==> config.mk <==
export PLATFORM = sky130hd
export DESIGN_NAME = rx_align_flat
export DESIGN_NICKNAME = d
export VERILOG_FILES = /design/src/rtl/rx_align_if.sv /design/src/rtl/rx_align.sv /design/src/flat_wrapper.sv
export SDC_FILE = /design/constraint.sdc
export NUM_CORES = 2
export LEC_CHECK = 0
export ABC_CLOCK_PERIOD_IN_PS = 8700
export BUFFER_PORTS_ARGS = -buffer_cell sky130_fd_sc_hd__buf_2
export CORE_AREA = 2 2 404 406
export DETAILED_ROUTE_END_ITERATION = 8
export DIE_AREA = 0 0 406 408
export GPL_ROUTABILITY_DRIVEN = 0
export GPL_TIMING_DRIVEN = 0
export PLACE_DENSITY = 0.62
export RECOVER_POWER = 25
export REMOVE_ABC_BUFFERS = 1
export SYNTH_ARGS = -nofsm -noshare
export SYNTH_HDL_FRONTEND = slang
export SYNTH_SLANG_ARGS = --single-unit
==> constraint.sdc <==
create_clock -name clk -period 8.7 [get_ports clk]
set_input_delay 0.87 -clock clk [delete_from_list [all_inputs] [get_ports clk]]
set_output_delay 0.87 -clock clk [all_outputs]
set_load 0.02 [all_outputs]
==> src/rtl/rx_align_if.sv <==
// Handshake and data bundle between the PSL read-data buffer side and rx_align.
// The master modport is the beat source and line sink; the slave modport is the realigner.
interface rx_align_if;
  logic         in_ready_o;
  logic         in_val_i;
  logic [511:0] in_dat_i;
  logic [2:0]   in_qw_start_i;
  logic [3:0]   in_qw_cnt_i;
  logic         in_last_i;
  logic         out_val_o;
  logic         out_ready_i;
  logic [511:0] out_dat_o;
  logic [6:0]   out_byte_o;
  logic         out_eop_o;
  logic         err_o;

  modport master (
    input  in_ready_o, out_val_o, out_dat_o, out_byte_o, out_eop_o, err_o,
    output in_val_i, in_dat_i, in_qw_start_i, in_qw_cnt_i, in_last_i, out_ready_i
  );

  modport slave (
    input  in_val_i, in_dat_i, in_qw_start_i, in_qw_cnt_i, in_last_i, out_ready_i,
    output in_ready_o, out_val_o, out_dat_o, out_byte_o, out_eop_o, err_o
  );
endinterface

==> src/rtl/rx_align.sv <==
// Receive-side realigner: packs contiguous qword runs from half-line read beats
// densely into 512-bit lines with a byte count and end-of-packet.
module rx_align #(
  parameter bit CHECK_EN = 1'b1
) (
  input  logic       clk,
  input  logic       reset,
  rx_align_if.slave  bus
);

  typedef enum logic [0:0] {
    ACC   = 1'b0,
    FLUSH = 1'b1
  } state_e;

  state_e            state_q, state_d;
  logic [2:0]        fill_q, fill_d;
  logic [7:0][63:0]  hold_q, hold_d;
  logic              out_val_q, out_val_d;
  logic [511:0]      out_dat_q, out_dat_d;
  logic [6:0]        out_byte_q, out_byte_d;
  logic              out_eop_q, out_eop_d;
  logic              err_q, err_d;

  logic [7:0][63:0]  in_lanes_s;
  logic [7:0][63:0]  rot_s;
  logic [7:0][63:0]  merged_s;
  logic [2:0]        rot_amt_s;
  logic [4:0]        total_s;
  logic              out_free_s;
  logic              in_ready_s;
  logic              accept_s;
  logic              proto_bad_s;

  // Move lane k to lane (k + r) mod 8, so the run's first qword lands on the fill point.
  function automatic logic [7:0][63:0] rotate_up(input logic [7:0][63:0] d, input logic [2:0] r);
    logic [7:0][63:0] o;
    logic [2:0]       src;
    o = '0;
    for (int j = 0; j < 8; j++) begin
      src  = 3'(j) - r;
      o[j] = d[src];
    end
    return o;
  endfunction

  function automatic logic [7:0][63:0] mask_lanes(input logic [7:0][63:0] d, input logic [3:0] n);
    logic [7:0][63:0] o;
    o = '0;
    for (int j = 0; j < 8; j++) begin
      o[j] = (4'(j) < n) ? d[j] : 64'd0;
    end
    return o;
  endfunction

  assign in_lanes_s = bus.in_dat_i;
  assign rot_amt_s  = fill_q - bus.in_qw_start_i;
  assign rot_s      = rotate_up(in_lanes_s, rot_amt_s);
  assign total_s    = {2'b00, fill_q} + {1'b0, bus.in_qw_cnt_i};
  assign out_free_s = ~out_val_q | bus.out_ready_i;
  assign in_ready_s = (state_q == ACC) & out_free_s;
  assign accept_s   = bus.in_val_i & in_ready_s;

  assign proto_bad_s = (bus.in_qw_cnt_i == 4'd0) |
                       (bus.in_qw_cnt_i > 4'd8) |
                       (({2'b00, bus.in_qw_start_i} + {1'b0, bus.in_qw_cnt_i}) > 5'd8) |
                       (state_q == FLUSH);

  // Lanes below the fill point keep held qwords; the rest come from the rotated beat.
  always_comb begin
    merged_s = '0;
    for (int j = 0; j < 8; j++) begin
      merged_s[j] = (3'(j) < fill_q) ? hold_q[j] : rot_s[j];
    end
  end

  // Next-state, hold, fill and output-register logic.
  always_comb begin
    state_d    = state_q;
    fill_d     = fill_q;
    hold_d     = hold_q;
    out_val_d  = out_val_q & ~bus.out_ready_i;
    out_dat_d  = out_dat_q;
    out_byte_d = out_byte_q;
    out_eop_d  = out_eop_q;
    err_d      = err_q | (CHECK_EN & bus.in_val_i & proto_bad_s);

    case (state_q)
      ACC: begin
        if (accept_s) begin
          if (total_s < 5'd8) begin
            if (bus.in_last_i) begin
              out_val_d  = 1'b1;
              out_dat_d  = mask_lanes(merged_s, total_s[3:0]);
              out_byte_d = {1'b0, total_s[2:0], 3'b000};
              out_eop_d  = 1'b1;
              fill_d     = 3'd0;
            end else begin
              hold_d = merged_s;
              fill_d = total_s[2:0];
            end
          end else begin
            // Overflow qwords wrapped into the low rotated lanes become the new hold.
            out_val_d  = 1'b1;
            out_dat_d  = merged_s;
            out_byte_d = 7'd64;
            out_eop_d  = bus.in_last_i & (total_s == 5'd8);
            hold_d     = rot_s;
            fill_d     = total_s[2:0];
            state_d    = (bus.in_last_i & (total_s > 5'd8)) ? FLUSH : ACC;
          end
        end else begin
          state_d = ACC;
        end
      end
      FLUSH: begin
        if (out_free_s) begin
          out_val_d  = 1'b1;
          out_dat_d  = mask_lanes(hold_q, {1'b0, fill_q});
          out_byte_d = {1'b0, fill_q, 3'b000};
          out_eop_d  = 1'b1;
          fill_d     = 3'd0;
          state_d    = ACC;
        end else begin
          state_d = FLUSH;
        end
      end
      default: begin
        state_d = ACC;
      end
    endcase
  end

  // State and output registers.
  always_ff @(posedge clk) begin
    if (reset) begin
      state_q    <= ACC;
      fill_q     <= 3'd0;
      hold_q     <= '0;
      out_val_q  <= 1'b0;
      out_dat_q  <= 512'd0;
      out_byte_q <= 7'd0;
      out_eop_q  <= 1'b0;
      err_q      <= 1'b0;
    end else begin
      state_q    <= state_d;
      fill_q     <= fill_d;
      hold_q     <= hold_d;
      out_val_q  <= out_val_d;
      out_dat_q  <= out_dat_d;
      out_byte_q <= out_byte_d;
      out_eop_q  <= out_eop_d;
      err_q      <= err_d;
    end
  end

  assign bus.in_ready_o = in_ready_s;
  assign bus.out_val_o  = out_val_q;
  assign bus.out_dat_o  = out_dat_q;
  assign bus.out_byte_o = out_byte_q;
  assign bus.out_eop_o  = out_eop_q;
  assign bus.err_o      = err_q;

endmodule

==> src/flat_wrapper.sv <==
// flat-port wrapper written by rule: the top's interface ports become plain ports
module rx_align_flat 
#(
  parameter bit CHECK_EN = 1'b1
)
  (clk, reset, bus_in_val_i, bus_in_dat_i, bus_in_qw_start_i, bus_in_qw_cnt_i, bus_in_last_i, bus_out_ready_i, bus_in_ready_o, bus_out_val_o, bus_out_dat_o, bus_out_byte_o, bus_out_eop_o, bus_err_o);
  rx_align_if bus_i ();
  input  logic clk;
  input  logic reset;
  input wire logic [$bits(bus_i.in_val_i)-1:0] bus_in_val_i;
  input wire logic [$bits(bus_i.in_dat_i)-1:0] bus_in_dat_i;
  input wire logic [$bits(bus_i.in_qw_start_i)-1:0] bus_in_qw_start_i;
  input wire logic [$bits(bus_i.in_qw_cnt_i)-1:0] bus_in_qw_cnt_i;
  input wire logic [$bits(bus_i.in_last_i)-1:0] bus_in_last_i;
  input wire logic [$bits(bus_i.out_ready_i)-1:0] bus_out_ready_i;
  output wire logic [$bits(bus_i.in_ready_o)-1:0] bus_in_ready_o;
  output wire logic [$bits(bus_i.out_val_o)-1:0] bus_out_val_o;
  output wire logic [$bits(bus_i.out_dat_o)-1:0] bus_out_dat_o;
  output wire logic [$bits(bus_i.out_byte_o)-1:0] bus_out_byte_o;
  output wire logic [$bits(bus_i.out_eop_o)-1:0] bus_out_eop_o;
  output wire logic [$bits(bus_i.err_o)-1:0] bus_err_o;
  assign bus_i.in_val_i = bus_in_val_i;
  assign bus_i.in_dat_i = bus_in_dat_i;
  assign bus_i.in_qw_start_i = bus_in_qw_start_i;
  assign bus_i.in_qw_cnt_i = bus_in_qw_cnt_i;
  assign bus_i.in_last_i = bus_in_last_i;
  assign bus_i.out_ready_i = bus_out_ready_i;
  assign bus_in_ready_o = bus_i.in_ready_o;
  assign bus_out_val_o = bus_i.out_val_o;
  assign bus_out_dat_o = bus_i.out_dat_o;
  assign bus_out_byte_o = bus_i.out_byte_o;
  assign bus_out_eop_o = bus_i.out_eop_o;
  assign bus_err_o = bus_i.err_o;
  rx_align #(.CHECK_EN(CHECK_EN)) u_core (.clk(clk), .reset(reset), .bus(bus_i));
endmodule
==> impl_summary.txt <==
----------------------------------------------------
[Run status]
  Result of the run ... finished, final reports clean

[Clock tree]
  Number of buffers inserted during clock tree synthesis ... 112
  TritonCTS Sinks ... 971
  Clock-pin transition on the worst setup and hold timing paths ... 0.06 ns
  Post-CTS Hold Buffers ... 0
  Count of instances resized after the clock tree is built ... 0
  TritonCTS clock tree ... done
  Clock latency on the worst-skew pair ... 0.75 ns
  Number of buffers inserted to repair setup after CTS ... 0
  Deepest level of the CTS H-tree ... 3
  Root cell of the clock tree ... sky130_fd_sc_hd__clkbuf_16
  Number of buffers on the longest clock path ... 3

[Timing]
  Final Slew Violations ... 0
  Unrepaired setup endpoints after global routing ... no
  Worst hold margin ... 0.449 ns
  Final Hold Violating Endpoints ... 0
  Maximum clock rate ... 182 MHz
  Final setup violation count ... 0
  Final worst-path setup slack ... 3.20 ns
  Worst-margin pin slew ... 1.29 ns
  Slew HR ... 0.137
  Fin crit share ... 0.632
  Sum Neg Setup Slack ... 0 ns
  Minimum clock period ... 5.50 ns
  Setup skew after layout ... 0.0645 ns

[Synth]
  Post-synthesis sequential area ratio ... 0.359
  Flip-flop and latch count after synthesis ... 971
  Gate count after technology mapping ... 5,506
  Number of enable flip-flop cells after synthesis ... 0
  Netlist cell types ... 60
  Count of yosys warnings during synthesis ... 0
  Post-Syn Area ... 54,200 µm²
  Yosys top cell by area ... sky130_fd_sc_hd__dfxtp_1
  Post-synth ARST share ... 0
  Syn_area_per_cell ... 9.84 µm²
  Dominant synthesized flop cell ... sky130_fd_sc_hd__dfxtp_1
  Share of the synthesized area in the top cell type ... 0.359
  Top area cells in the synthesized netlist ... sky130_fd_sc_hd__dfxtp_1, sky130_fd_sc_hd__mux4_2, sky130_fd_sc_hd__mux2i_1

[Floorplan]
  Full die area ... 166,000 µm²
  Die outline height ... 408 µm
  Placeable core region ... 162,000 µm²
  Die X ... 406 µm
  Initial Util ... 0.335
  # rows ... 148
  Number of ports placed on the die boundary ... 1,047

[Run]
  Max-cap violation count ... 0

[Global route]
  Vias in the first global route ... 49,200
  Maximum number of pins on one net before global-route repair ... 127
  Total global-route track usage ... 0.273
  Aggregate global routing overflow ... 0
  Global-route wire length before repair ... 337 mm
  Initial antenna violation count ... 61

[Power and ir drop]
  Ratio of total power to cell area ... 271 nW/µm²
  Static Leakage ... 26.0 nW
  Power, Total ... 18.1 mW
  Worst voltage drop across the vdd grid ... 0.178 mV

[Min path]
  Count of cells along the worst hold path ... 2
  Endpoint of the worst hold path ... u_core.bus.out_dat_o[156]
  Worst hold path startpoint ... u_core.bus.out_dat_o[156]
  Hold WC Path Type ... reg -> reg

[Critical path]
  Element type at the critical path start ... flop
  Endpoint of the lowest-slack register-to-register path ... u_core.bus.out_dat_o[137]
  CP Capture Type ... flop
  Arrival time worst endpoint ... 6.04 ns
  Path type of the worst setup path ... reg -> reg
  Peak fanout along the critical path ... 54
  Setup slack of the worst register-to-register path ... 3.20 ns
  CP Data Required Time ... 9.24 ns
  R2R depth ... 13
  RR Startpoint ... u_core.fill_q[0]

[Placement]
  Placed instance count ... 8,309
  Count of buffers inserted at the top-level ports ... 1,043
  Worst setup timing slack at the placement stage ... 3.03 ns
  Placed Area ... 63,600 µm²
  Post-detailed-placement half-perimeter wirelength ... 168 mm

[Route]
  Detailed-router iteration count before antenna repair ... 8
  Vias per std cell ... 6.14
  Detailed-route DRC error count ... 0
  Routed wire length ... 237 mm
  Average detailed-routed wire length per instance ... 27.6 µm
  Total via count after detailed routing ... 52,600
  Post-route antenna net violation count ... 0
  Number of DRC markers in iteration 0 ... 5,765

[Layout]
  Final core occ ... 0.415
  # nets final ... 6,784
  Final cell count without fillers ... 8,561
  Fillcell total ... 15,700
  Synth-to-layout area growth ... 23.7%
  Fraction of final layout cells with drive strength greater than 1 ... 0.253
  Post-route cell area ... 67,000 µm²

----------------------------------------------------
[final cells by class]
| class | instances | area (µm²) | share of cell area |
|---|---|---|---|
| repair buffers | 1236 | 8590 | 0.128 |
| inverters | 14 | 60.1 | 0.000896 |
| flip-flops and latches | 971 | 19400 | 0.290 |
| well taps | 2175 | 2720 | 0.0406 |
| multi-input cells | 3913 | 32300 | 0.483 |
| clock buffers | 156 | 3210 | 0.0479 |
| diodes | 50 | 125 | 0.00187 |
| clock inverters | 46 | 533 | 0.00795 |
[how the worst max path moves through the flow]
stage	from	end	cells after the start
final	u_core.fill_q[0]	u_core.bus.out_dat_o[137]	13
after global routing	u_core.fill_q[0]	u_core.bus.out_dat_o[393]	12
after CTS	u_core.fill_q[0]	u_core.bus.out_dat_o[137]	13
after detailed placement	bus_in_qw_start_i[0]	u_core.bus.out_dat_o[137]	13
after global placement	bus_in_qw_cnt_i[0]	u_core.bus.out_dat_o[191]	9
after floorplan	bus_in_qw_start_i[0]	u_core.bus.out_dat_o[190]	8
[critical path, cell delays in order (launching register included)]
cell and delay, ns:
sky130_fd_sc_hd__dfxtp_1 0.66, sky130_fd_sc_hd__inv_1 0.20, sky130_fd_sc_hd__ha_4 0.20, sky130_fd_sc_hd__inv_1 0.06, sky130_fd_sc_hd__fa_4 0.82, sky130_fd_sc_hd__buf_16 0.32
sky130_fd_sc_hd__ha_4 0.71, sky130_fd_sc_hd__buf_12 0.32, sky130_fd_sc_hd__buf_16 0.33, sky130_fd_sc_hd__mux4_2 0.61, sky130_fd_sc_hd__mux2i_1 0.60, sky130_fd_sc_hd__nand2_1 0.11
sky130_fd_sc_hd__o2111ai_1 0.14, sky130_fd_sc_hd__a21oi_1 0.09
[kinds of logic after synthesis]
kind of cell / count (synthesis) / share of synthesized area
AO/OA/AOI/OAI: 1711 / 0.212
XOR/XNOR: 10 / 0.00189
adder cells (fa/ha/maj): 12 / 0.00319
buffers and inverters: 624 / 0.0490
flip-flops: 971 / 0.359
multiplexers: 897 / 0.284
other: 1 / 0.0000692
AND/OR/NAND/NOR: 1280 / 0.0907
[cells in the mapped netlist, drive strengths merged (4+ instances only)]
master,n
inv,14
xnor2,8
o21ai,393
nor3,12
o21a,70
nor2,735
nand2,511
a311oi,63
a221oi,131
a22o,64
buf,222
a22oi,4
clkbuf,388
dfxtp,971
a211oi,388
mux2i,385
o2bb2ai,126
a21oi,391
o2111ai,62
nor3b,4
mux4,512
ha,9
[sequential cells by signal (all words and copies together) (netlist names)]
signal / count
u_core.bus.out_dat_o: 512
u_core.hold_q: 448
u_core.bus.out_byte_o: 4
u_core.fill_q: 3
u_core.bus.err_o: 1
u_core.bus.out_eop_o: 1
u_core.bus.out_val_o: 1
u_core.state_q: 1
[per-layer routing]
layer / part of all wire / up-vias / global-route usage
met5: 0.00070 / - / 0.000585
met4: 0.064 / 24 / 0.166
met3: 0.11 / 709 / 0.0707
met2: 0.44 / 3457 / 0.417
met1: 0.38 / 25800 / 0.344
li1: - / 22500 / -
[power breakdown]
part	internal, mW	leakage [nW]	switching (mW)
Combinational	3.10	16.2	4.71
Sequential	5.09	8.00	0.343
Clock	2.76	1.81	2.13
[cell usage in the layout (no fill, tap or decap), drive strengths merged, types with 3 or more instances in the layout]
cell | netlist | final
mux2i | 385 | 385
nor2 | 735 | 735
nand2 | 511 | 511
o21a | 70 | 70
a22o | 64 | 64
clkbuf | 388 | 528
nor3 | 12 | 12
o21ai | 393 | 393
a311oi | 63 | 63
conb | 1 | 3
a21oi | 391 | 391
fa | 3 | 3
a22oi | 4 | 4
a221oi | 131 | 131
ha | 9 | 9
a211oi | 388 | 388
o2111ai | 62 | 62
dfxtp | 971 | 971
diode | 0 | 50
nor3b | 4 | 4
o2bb2ai | 126 | 126
mux4 | 512 | 512
buf | 222 | 864
clkinvlp | 0 | 10
xnor2 | 8 | 8
clkinv | 0 | 27
and2 | 3 | 3
bufinv | 0 | 6
a2111o | 3 | 3
nor2b | 3 | 3
inv | 14 | 17
(Power assumes the default switching activity.)
